File: src/rtl/nested_loop_ctrl.sv
// rtl/nested_loop_ctrl.sv - nested odometer loop-index generator with per-job latched bounds
//
// Produces NUM_LVL nested 1-based loop indices (level 0 innermost). A job is
// launched by start in IDLE, which latches the per-level trip counts. The job
// then advances one tuple per accepted step until the final tuple is consumed.
//
// Ports:
//   clk      - clock, rising edge
//   rst_n    - asynchronous active-low reset
//   en       - synchronous enable; low aborts any job back to IDLE
//   start    - job start pulse, honoured in IDLE only
//   bound    - per-level trip counts, level k at [k*IW +: IW]
//   step     - consumer accepts the current index tuple
//   idx      - current indices, same packing as bound
//   valid    - idx holds a live iteration
//   lvl_last - lvl_last[k] set when levels 0..k all sit at their bound
//   busy     - a job is running
//   done     - one-cycle pulse after the final tuple (or an empty job)
module nested_loop_ctrl #(
  parameter int NUM_LVL = 3,
  parameter int IW      = 5
) (
  input  logic                  clk,
  input  logic                  rst_n,
  input  logic                  en,
  input  logic                  start,
  input  logic [NUM_LVL*IW-1:0] bound,
  input  logic                  step,
  output logic [NUM_LVL*IW-1:0] idx,
  output logic                  valid,
  output logic [NUM_LVL-1:0]    lvl_last,
  output logic                  busy,
  output logic                  done
);

  typedef enum logic {
    IDLE = 1'b0,
    RUN  = 1'b1
  } state_t;

  localparam logic [IW-1:0]         ONE      = IW'(1);
  localparam logic [NUM_LVL*IW-1:0] IDX_INIT = {NUM_LVL{ONE}};

  state_t                state;
  logic [NUM_LVL*IW-1:0] bound_q;
  logic [NUM_LVL*IW-1:0] idx_next;
  logic [NUM_LVL-1:0]    at_max;
  logic [NUM_LVL-1:0]    zero_fld;

  // Odometer: a level advances only when every level below it is at its
  // bound; a level that is itself at its bound wraps back to 1.
  for (genvar k = 0; k < NUM_LVL; k++) begin : g_lvl
    assign at_max[k]   = idx[k*IW +: IW] == bound_q[k*IW +: IW];
    assign zero_fld[k] = bound[k*IW +: IW] == '0;
    assign lvl_last[k] = &at_max[k:0];

    if (k == 0) begin : g_inner
      assign idx_next[k*IW +: IW] = at_max[k] ? ONE : idx[k*IW +: IW] + ONE;
    end else begin : g_outer
      assign idx_next[k*IW +: IW] = !(&at_max[k-1:0]) ? idx[k*IW +: IW] :
                                    at_max[k]         ? ONE :
                                                        idx[k*IW +: IW] + ONE;
    end
  end

  always_ff @(posedge clk or negedge rst_n) begin
    if (!rst_n) begin
      state   <= IDLE;
      idx     <= IDX_INIT;
      bound_q <= '0;
      valid   <= 1'b0;
      busy    <= 1'b0;
      done    <= 1'b0;
    end else if (!en) begin
      state   <= IDLE;
      idx     <= IDX_INIT;
      bound_q <= '0;
      valid   <= 1'b0;
      busy    <= 1'b0;
      done    <= 1'b0;
    end else begin
      done <= 1'b0;
      case (state)
        IDLE: begin
          if (start) begin
            bound_q <= bound;
            if (|zero_fld) begin
              // Empty job: report completion without ever presenting a tuple.
              done <= 1'b1;
            end else begin
              state <= RUN;
              idx   <= IDX_INIT;
              valid <= 1'b1;
              busy  <= 1'b1;
            end
          end
        end
        RUN: begin
          if (step) begin
            if (lvl_last[NUM_LVL-1]) begin
              state <= IDLE;
              idx   <= IDX_INIT;
              valid <= 1'b0;
              busy  <= 1'b0;
              done  <= 1'b1;
            end else begin
              idx <= idx_next;
            end
          end
        end
      endcase
    end
  end

endmodule

File: config.mk
export PLATFORM = sky130hd
export DESIGN_NAME = nested_loop_ctrl
export DESIGN_NICKNAME = d
export VERILOG_FILES = /design/src/rtl/nested_loop_ctrl.sv
export SDC_FILE = /design/constraint.sdc
export NUM_CORES = 1
export LEC_CHECK = 0
export ABC_AREA = 1
export CAP_MARGIN = 20
export CORE_ASPECT_RATIO = 1.75
export CORE_MARGIN = 8
export CORE_UTILIZATION = 45
export DETAILED_ROUTE_END_ITERATION = 16
export DONT_BUFFER_PORTS = 1
export HOLD_SLACK_MARGIN = 0.08
export SLEW_MARGIN = 10
export SYNTH_ARGS = -nofsm -noshare
export SYNTH_HDL_FRONTEND = slang
export SYNTH_SLANG_ARGS = --single-unit
File: constraint.sdc
create_clock -name clk -period 2.3 [get_ports clk]
set_input_delay 0.115 -clock clk [delete_from_list [all_inputs] [get_ports clk]]
set_output_delay 0.115 -clock clk [all_outputs]
set_load 0.03 [all_outputs]
==> flow_summary.rst, run 1 <==
.. list-table::
   :header-rows: 1

   * - Metric
     - Value
   * - Power Dens Cells
     - 677 nW/um2
   * - Clock Skew
     - 0.00505 ns
   * - Critical path arrival
     - 1.82 ns
   * - Area growth from synthesis to final layout
     - 17.8%
   * - Core utilization of the finished layout
     - 0.544
   * - Initial core utilization
     - 0.462
   * - Proportion of register bits with asynchronous set or reset after synthesis
     - 1.00
   * - Antenna violations before repair
     - 0
   * - Worst Path Buf+Inv
     - 2
   * - Class of the worst hold path
     - primary input to flip-flop
   * - Share of power burned in registers
     - 0.483
   * - Crit path max-delay family
     - simple AND/OR/NAND/NOR gates
   * - Fin Setup TNS
     - 0 ns
   * - Power share of the clock group
     - 0.266
   * - Startpoint Class
     - flip-flop
   * - End of the worst register-to-register path
     - done$_DFF_PN0_
   * - Count of different cell masters after synthesis
     - 28
   * - CTS tree
     - done
   * - Total nets after synthesis
     - 288
   * - Endpoint of the worst hold path
     - state$_DFF_PN0_
   * - Compound-gate portion of the synthesized area
     - 0.0839
   * - Worst VDD drop
     - 0.448 mV
   * - Post-synthesis mux area share
     - 0
   * - Hold Startpoint
     - start
   * - Netlist area before placement
     - 2010 um2
   * - Number of antenna-violating nets in the routed design
     - 0
   * - HPWL reported at the end of detailed placement
     - 3760 um
   * - Maximum level of the CTS H-tree
     - 2
   * - DRC viols
     - 0
   * - Worst Reg2Reg Path Length in Cells
     - 10
   * - Critical path type
     - flip-flop to primary output
   * - Logic gate share of total power
     - 0.250
   * - Fillers
     - 421
   * - Clock buffer depth
     - 2
   * - Cell depth of the worst hold path
     - 4
   * - Predominant post-synthesis flop cell
     - sky130_fd_sc_hd__dfrtp_1
   * - Total Die Area
     - 6960 um2
   * - Total cell area at the placement stage
     - 2080 um2
   * - Final RePlAce weighted congestion
     - 0.834
   * - Final Routed Wirelength
     - 5160 um
   * - Sequential share of the synthesized area
     - 0.412
   * - Hold Vio Cnt, Final
     - 0
   * - Clock root buffer
     - sky130_fd_sc_hd__clkbuf_8
   * - Avg Vias per Cell
     - 5.12
   * - Tmin final
     - 1.94 ns
   * - Setup slack of the most critical reg-to-reg path
     - 0.52 ns
   * - Max-slew headroom
     - 0.621
   * - Largest family of logic cells by synthesized area
     - simple AND/OR/NAND/NOR gates
   * - Final net count
     - 314
   * - Ratio of cells with drive above 1 in the final layout
     - 0.158
   * - Data required time of the worst path
     - 2.18 ns
   * - Critical Path, Cell by Cell
     - inv_1 -> nand2_1 -> nand2_1 -> nor2_2 -> nand3_2 -> nor2_1 -> buf_4
   * - Xor-xnor portion of the synthesized cell area
     - 0.0522
   * - Insertion delay to the later sink of the worst-skew pair
     - 0.29 ns
   * - Critical register-to-register path startpoint
     - idx[5]$_DFFE_PN1P_
   * - Max-slew violation total from the final report
     - 0
   * - Total power of the final layout
     - 1610 uW
   * - Diode count
     - 0
   * - CP max FO
     - 5
   * - Proportion of total power due to net switching
     - 0.377
   * - Number of synthesized register bits
     - 33
   * - Leakage
     - 0.00117 uW
   * - Die extent in x
     - 66.6 um
   * - Clock-pin slew on the worst setup and hold paths
     - 0.07 ns
   * - Number of cells produced by synthesis
     - 265
   * - Internal cell power
     - 1000 uW
   * - Overflow left after global routing
     - 0
   * - Design area
     - 2370 um2
   * - Wire length of the first global-routing pass
     - 8880 um
   * - Number of buffers added by the clock tree synthesis step
     - 5
   * - Leading cell types in the layout, fill and taps excluded
     - 69 x sky130_fd_sc_hd__nand2_1, 39 x sky130_fd_sc_hd__inv_1, 30 x sky130_fd_sc_hd__dfrtp_1
   * - Count of flip-flops with a built-in enable after synthesis
     - 0
   * - Number of DRC markers in iteration 0
     - 66
   * - Number of detailed-routing iterations run before antenna repair
     - 4
   * - Commonest non-fill, non-tap cell in the layout
     - sky130_fd_sc_hd__nand2_1
   * - Largest net degree at the start of global routing
     - 34
   * - Port Buffers
     - 0
   * - Transition time at the pin with the least slew margin
     - 0.569 ns
   * - Setup repair after global routing missed its margin
     - no
   * - Sinks on Clock Net
     - 33
   * - Critical Path Most Common Cell
     - sky130_fd_sc_hd__nand2_1
   * - Max capacitance violation total
     - 0
   * - Avg WL per Cell
     - 15.1 um
   * - Post-synthesis area per instance
     - 7.60 um2
   * - Fraction of the mapped netlist area in simple logic gates
     - 0.324
   * - Number of global-route vias before repair
     - 1899
   * - Fraction of the mapped netlist area in adder cells
     - 0.0186
   * - Power dissipated by switching net loads
     - 606 uW
   * - Outcome
     - complete, no violations
   * - I/O pins
     - 41
   * - Final Instance Count excl. Fillers
     - 343
   * - Setup-violating endpoint count in the final report
     - 0
   * - Post-Place Cells
     - 315
   * - Setup crit end kind
     - primary output
   * - Highest clock rate
     - 516 MHz
   * - Fraction of the cycle the final worst path needs
     - 0.842
   * - Number of core rows
     - 32
   * - Via count
     - 1756
   * - Total number of yosys warnings
     - 0
   * - Core Region
     - 4360 um2
   * - Slowest cell on the critical path
     - sky130_fd_sc_hd__dfrtp_1
   * - Overall track demand over capacity in global routing
     - 0.162
   * - Stage delay of the slowest cell on the critical path
     - 0.59 ns
   * - Die Ht
     - 105 um
-- area by class of cell --
class | count | area [um2] | area share
clock inverter | 2 | 10.0 | 0.00422
inverter | 50 | 193 | 0.0812
sequential | 33 | 830 | 0.349
clock buffer | 6 | 72.6 | 0.0306
multi-input combinational | 177 | 965 | 0.406
tap | 51 | 63.8 | 0.0269
timing repair buffer | 24 | 240 | 0.101
-- per-layer routing --
metal  part of all wire  GRT usage  vias up
li1                   -          -      883
met1               0.39      0.171      820
met2               0.53      0.279       41
met3              0.064     0.0496       12
met4              0.025     0.0707        0
met5                  0          0        -
-- tightest hold or removal path, delay by kind of cell --
kind / cells / cell delay [ns]
AOI/OAI and AO/OA: 1 / 0.11
buffers and inverters: 1 / 0.06
and+or+nand+nor: 2 / 0.11
-- Yosys cell counts, types with 2 or more instances --
cell | instances | area [um2]
sky130_fd_sc_hd__a21oi_2 | 2 | 17.5
sky130_fd_sc_hd__buf_2 | 4 | 20.0
sky130_fd_sc_hd__dfrtp_1 | 30 | 751
sky130_fd_sc_hd__dfstp_2 | 3 | 78.8
sky130_fd_sc_hd__ha_1 | 3 | 37.5
sky130_fd_sc_hd__inv_1 | 39 | 146
sky130_fd_sc_hd__inv_2 | 9 | 33.8
sky130_fd_sc_hd__inv_4 | 2 | 12.5
sky130_fd_sc_hd__nand2_1 | 69 | 259
sky130_fd_sc_hd__nand2_4 | 4 | 45.0
sky130_fd_sc_hd__nand3_1 | 25 | 125
sky130_fd_sc_hd__nand3_2 | 2 | 20.0
sky130_fd_sc_hd__nand4_1 | 5 | 31.3
sky130_fd_sc_hd__nor2_1 | 14 | 52.6
sky130_fd_sc_hd__nor2_2 | 5 | 31.3
sky130_fd_sc_hd__nor2_4 | 4 | 45.0
sky130_fd_sc_hd__nor3_1 | 2 | 10.0
sky130_fd_sc_hd__o21ai_0 | 12 | 60.1
sky130_fd_sc_hd__o21ai_1 | 4 | 20.0
sky130_fd_sc_hd__o22ai_1 | 9 | 56.3
sky130_fd_sc_hd__xnor2_1 | 6 | 52.6
sky130_fd_sc_hd__xor2_1 | 6 | 52.6
-- metrics by stage --
| stage | worst slack [ns] | hold WS, ns |
|---|---|---|
| after floorplan | 0.447 | -0.181 |
| after global placement | 0.538 | -0.179 |
| after detailed placement | 0.512 | -0.179 |
| after CTS | 0.348 | 0.134 |
| after global routing | 0.229 | 0.172 |
| final | 0.363 | 0.149 |
-- state kept, by name, indices dropped and copies added (netlist names) --
| name | flops |
|---|---|
| bound_q | 15 |
| done | 1 |
| state | 1 |
| idx | 15 |
| busy | 1 |
-- kinds of logic after synthesis --
| kind of cell | Yosys count |
|---|---|
| adders and majority gates | 3 |
| buffers and inverters | 55 |
| xor gates and xnor gates | 12 |
| AOI/OAI and AO/OA | 29 |
| DFF | 33 |
| and+or+nand+nor | 133 |
-- power by group through the flow --
stage	clock network (uW)	logic, uW	registers, uW
after detailed placement	0	357	790
after global placement	0	353	790
final	427	402	776
after floorplan	0	306	761
after global routing	461	455	789
after CTS	442	406	779
-- worst max path at each step --
stage	startpoint	end	slack (ns)	depth (start not counted)
4_1_cts	idx[0]$_DFFE_PN1P_	lvl_last[1]	0.35	7
3_3_place_gp	idx[5]$_DFFE_PN1P_	done$_DFF_PN0_	0.54	10
3_5_place_dp	idx[5]$_DFFE_PN1P_	done$_DFF_PN0_	0.51	10
5_1_grt	idx[5]$_DFFE_PN1P_	lvl_last[1]	0.23	7
2_1_floorplan	idx[0]$_DFFE_PN1P_	state$_DFF_PN0_	0.45	9
6_report	idx[1]$_DFFE_PN0P_	lvl_last[1]	0.36	7
-- repair_timing --
item                                   in CTS  in global routing
hold buffers                               20                  0
setup buffers                               0                  0
endpoints found under the hold margin      55                  0
resized for setup                           0                  0
Note: power is estimated with default switching activity, not from simulation.
==> inputs of run 2 (changes only) <==
Settings changed: ABC_AREA 1 to 0.
Clock period 2.3 ns to 1.9 ns, I/O delays scaled along.
==> flow_summary.rst, run 2 <==
.. list-table::
   :header-rows: 1

   * - Metric
     - Value
   * - Post-synthesis area per instance
     - 9.51 um2 (was 7.60 um2)
   * - Fillers
     - 361 (was 421)
   * - Max-slew headroom
     - 0.597 (was 0.621)
   * - Number of detailed-routing iterations run before antenna repair
     - 4 (unchanged)
   * - Clock root buffer
     - sky130_fd_sc_hd__clkbuf_8 (unchanged)
   * - Core utilization of the finished layout
     - 0.590 (was 0.544)
   * - Number of synthesized register bits
     - 33 (unchanged)
   * - Ranking of synthesized cells by instance count
     - 39 x sky130_fd_sc_hd__nand2_1, 30 x sky130_fd_sc_hd__dfrtp_1, 15 x sky130_fd_sc_hd__a21boi_0, 15 x sky130_fd_sc_hd__xor2_1, 11 x sky130_fd_sc_hd__nor2_1 (was 69 x sky130_fd_sc_hd__nand2_1, 39 x sky130_fd_sc_hd__inv_1, 30 x sky130_fd_sc_hd__dfrtp_1)
   * - Global-route met1 utilization
     - 0.183 (was 0.171)
   * - Final RePlAce weighted congestion
     - 0.795 (was 0.834)
   * - Sequential share of the synthesized area
     - 0.445 (was 0.412)
   * - Power Dens Cells
     - 728 nW/um2 (was 677 nW/um2)
   * - DRC viols
     - 0 (unchanged)
   * - Xor-xnor portion of the synthesized cell area
     - 0.0705 (was 0.0522)
   * - Met2 Resource Use GR
     - 0.292 (was 0.279)
   * - Fraction of the cycle the final worst path needs
     - 0.958
   * - Ratio of cells with drive above 1 in the final layout
     - 0.237 (was 0.158)
   * - Clock Skew
     - 0.0102 ns (was 0.00505 ns)
   * - Internal cell power
     - 1180 uW (was 1000 uW)
   * - Port Buffers
     - 0 (unchanged)
   * - Netlist area before placement
     - 1860 um2 (was 2010 um2)
   * - Final Routed Wirelength
     - 5350 um (was 5160 um)
   * - Max capacitance violation total
     - 0 (unchanged)
   * - I/O pins
     - 41 (unchanged)
   * - Critical path type
     - flip-flop to primary output (unchanged)
   * - Setup repair after global routing missed its margin
     - yes (was no)
   * - Leakage
     - 0.00112 uW (was 0.00117 uW)
   * - Share of power burned in registers
     - 0.456 (was 0.483)
   * - Number of DRC markers in iteration 0
     - 75 (was 66)
   * - Leading cell types in the layout, fill and taps excluded
     - 38 x sky130_fd_sc_hd__nand2_1, 30 x sky130_fd_sc_hd__dfrtp_1, 27 x sky130_fd_sc_hd__buf_4 (was 69 x sky130_fd_sc_hd__nand2_1, 39 x sky130_fd_sc_hd__inv_1, 30 x sky130_fd_sc_hd__dfrtp_1)
   * - Count of flip-flops with a built-in enable after synthesis
     - 0 (unchanged)
   * - Fraction of the mapped netlist area in adder cells
     - 0.0201 (was 0.0186)
   * - Initial core utilization
     - 0.457 (was 0.462)
   * - Setup slack of the most critical reg-to-reg path
     - 0.10 ns (was 0.52 ns)
   * - Worst VDD drop
     - 0.624 mV (was 0.448 mV)
   * - Die extent in x
     - 64.6 um (was 66.6 um)
   * - Registers with the most flip-flops
     - bound_q x15, idx x15 (unchanged)
   * - Highest clock rate
     - 550 MHz
   * - Number of global-route vias before repair
     - 1810 (was 1899)
   * - Sinks on Clock Net
     - 33 (unchanged)
   * - Multi-input logic area
     - 1020 um2 (was 965 um2)
   * - Maximum level of the CTS H-tree
     - 2 (unchanged)
   * - Die Ht
     - 101 um (was 105 um)
   * - Startpoint Class
     - flip-flop (unchanged)
   * - Proportion of total power due to net switching
     - 0.328 (was 0.377)
   * - Critical path arrival
     - 1.72 ns (was 1.82 ns)
   * - Fraction of the mapped netlist area in simple logic gates
     - 0.189 (was 0.324)
   * - Core Region
     - 4070 um2 (was 4360 um2)
   * - Power share of the clock group
     - 0.297 (was 0.266)
   * - Wire length of the first global-routing pass
     - 8750 um (was 8880 um)
   * - Clock buffer depth
     - 2 (unchanged)
   * - Worst Reg2Reg Path Length in Cells
     - 4 (was 10)
   * - Hold Startpoint
     - en (was start)
   * - Total number of yosys warnings
     - 0 (unchanged)
   * - Avg WL per Cell
     - 18.5 um (was 15.1 um)
   * - Compound-gate portion of the synthesized area
     - 0.227 (was 0.0839)
   * - Proportion of register bits with asynchronous set or reset after synthesis
     - 1.00 (unchanged)
   * - Number of buffers added by the clock tree synthesis step
     - 5 (unchanged)
   * - Total nets after synthesis
     - 219 (was 288)
   * - Endpoint of the worst hold path
     - idx[0]$_DFFE_PN1P_ (was state$_DFF_PN0_)
   * - Transition time at the pin with the least slew margin
     - 0.602 ns (was 0.569 ns)
   * - Share of the synthesized area in the top cell type
     - 0.403 (was 0.373)
   * - CP max FO
     - 3 (was 5)
   * - Busiest layer in global routing
     - met2 (unchanged)
   * - Clock-pin slew on the worst setup and hold paths
     - 0.07 ns (about the same)
   * - Area contributors post-synth
     - sky130_fd_sc_hd__dfrtp_1 40%, sky130_fd_sc_hd__nand2_1 7.9%, sky130_fd_sc_hd__xor2_1 7.1%, sky130_fd_sc_hd__a21boi_0 6.0%, sky130_fd_sc_hd__dfstp_2 4.2% (was sky130_fd_sc_hd__dfrtp_1 37%, sky130_fd_sc_hd__nand2_1 13%, sky130_fd_sc_hd__inv_1 7.3%, sky130_fd_sc_hd__nand3_1 6.2%, sky130_fd_sc_hd__dfstp_2 3.9%)
   * - Predominant post-synthesis flop cell
     - sky130_fd_sc_hd__dfrtp_1 (unchanged)
   * - Count of different cell masters after synthesis
     - 43 (was 28)
   * - Class of the worst hold path
     - primary input to flip-flop (unchanged)
   * - Fin Setup TNS
     - 0 ns (unchanged)
   * - Overflow left after global routing
     - 0 (unchanged)
   * - Critical register-to-register path startpoint
     - state$_DFF_PN0_ (was idx[5]$_DFFE_PN1P_)
   * - Antenna violations before repair
     - 0 (unchanged)
   * - Final net count
     - 263 (was 314)
   * - Data required time of the worst path
     - 1.80 ns (was 2.18 ns)
   * - Setup-violating endpoint count in the final report
     - 0 (unchanged)
   * - Number of cells produced by synthesis
     - 196 (was 265)
   * - Largest family of logic cells by synthesized area
     - compound AO/OA/AOI/OAI gates (was simple AND/OR/NAND/NOR gates)
   * - Logic gate share of total power
     - 0.246 (was 0.250)
   * - CTS tree
     - done (unchanged)
   * - Post-Place Cells
     - 263 (was 315)
   * - Power dissipated by switching net loads
     - 574 uW (was 606 uW)
   * - Area growth from synthesis to final layout
     - 29.1% (was 17.8%)
   * - Total area of sequential cells
     - 830 um2 (unchanged)
   * - Largest net degree at the start of global routing
     - 34 (unchanged)
   * - Leading cell type by number of instances after synthesis
     - sky130_fd_sc_hd__nand2_1 (unchanged)
   * - Design area
     - 2400 um2 (was 2370 um2)
   * - Outcome
     - complete, no violations (unchanged)
   * - Max-slew violation total from the final report
     - 0 (unchanged)
   * - Diode count
     - 0 (unchanged)
   * - Overall track demand over capacity in global routing
     - 0.171 (was 0.162)
   * - End of the worst register-to-register path
     - idx[8]$_DFFE_PN0P_ (was done$_DFF_PN0_)
   * - Tmin final
     - 1.82 ns
   * - Cell taking the most area after synthesis
     - sky130_fd_sc_hd__dfrtp_1 (unchanged)
   * - Via count
     - 1669 (was 1756)
   * - Number of antenna-violating nets in the routed design
     - 0 (unchanged)
   * - Total Die Area
     - 6540 um2 (was 6960 um2)
   * - Fin Hold WS
     - 0.0690 ns (was 0.149 ns)
   * - Insertion delay to the later sink of the worst-skew pair
     - 0.29 ns (about the same)
   * - HPWL reported at the end of detailed placement
     - 4000 um (was 3760 um)
   * - Number of core rows
     - 31 (was 32)
   * - Hold Vio Cnt, Final
     - 0 (unchanged)
   * - Commonest non-fill, non-tap cell in the layout
     - sky130_fd_sc_hd__nand2_1 (unchanged)
   * - Global-route met3 utilization
     - 0.0468 (was 0.0496)
   * - Total cell area at the placement stage
     - 2080 um2 (unchanged)
   * - Post-synthesis mux area share
     - 0.0114 (was 0)
   * - Setup crit end kind
     - primary output (unchanged)
   * - Avg Vias per Cell
     - 5.76 (was 5.12)
   * - Final Instance Count excl. Fillers
     - 290 (was 343)
   * - Cell depth of the worst hold path
     - 3 (was 4)
-- run 2: kinds of logic (layout without fill, tap and decap cells) --
logic type      Yosys count  in the layout
buf+inv                  12             57
flops                    33             33
compound gates           55             55
xor+xnor                 15             15
mux                       2              2
fa+ha+maj                 3              3
simple gates             76             76
-- run 2: power by group through the flow --
stage | sequential [uW] | combinational, uW | clock (uW)
2_1_floorplan | 842 | 224 | 0
3_3_place_gp | 811 | 348 | 0
3_5_place_dp | 813 | 356 | 0
4_1_cts | 799 | 414 | 520
5_1_grt | 803 | 479 | 544
6_report | 799 | 431 | 521
-- run 2: worst max-delay path: stages, from the launching register on --
cell                      delay (ns)
sky130_fd_sc_hd__dfstp_2        0.54
sky130_fd_sc_hd__xor2_1         0.08
sky130_fd_sc_hd__nor3_2         0.26
sky130_fd_sc_hd__nand2_1        0.16
sky130_fd_sc_hd__nor3_2         0.20
sky130_fd_sc_hd__buf_4          0.19
-- run 2: worst max-delay path by stage --
stage	cells past startpoint	start	endpoint	slack, ns
after floorplan	6	idx[1]$_DFFE_PN0P_	idx[9]$_DFFE_PN0P_	0.07
after global placement	5	idx[10]$_DFFE_PN1P_	idx[14]$_DFFE_PN0P_	0.07
after detailed placement	5	idx[5]$_DFFE_PN1P_	idx[10]$_DFFE_PN1P_	0.03
after CTS	5	idx[5]$_DFFE_PN1P_	idx[10]$_DFFE_PN1P_	0.02
after global routing	5	idx[5]$_DFFE_PN1P_	lvl_last[2]	-0.03
final	5	idx[5]$_DFFE_PN1P_	lvl_last[2]	0.08
-- run 2: repair_timing --
action,4_1_cts,5_1_grt
hold buffers,19,0
endpoints found under the setup margin,0,11
endpoints found under the hold margin,51,0
setup buffers,0,0
gates resized for setup,0,9
-- run 2: routing by layer --
| metal | vias to the layer above | wire [um] |
|---|---|---|
| met5 | - | 0 |
| met4 | 0 | 237 |
| met3 | 16 | 330 |
| met2 | 64 | 2820 |
| met1 | 809 | 1960 |
| li1 | 780 | - |
-- run 2: final cells by class --
| cell class | count | share of cell area |
|---|---|---|
| Inverter | 3 | 0.00468 |
| Tap cell | 49 | 0.0255 |
| Sequential cell | 33 | 0.345 |
| Timing Repair Buffer | 46 | 0.168 |
| Clock buffer | 6 | 0.0302 |
| Clock inverter | 2 | 0.00416 |
| Multi-Input combinational cell | 151 | 0.423 |
-- run 2: per-stage QoR --
step                      total power, uW  worst slack (ns)
final                                1750            0.0804
after global routing                 1830           -0.0296
after CTS                            1730            0.0231
after detailed placement             1170            0.0326
after global placement               1160            0.0708
after floorplan                      1070            0.0749
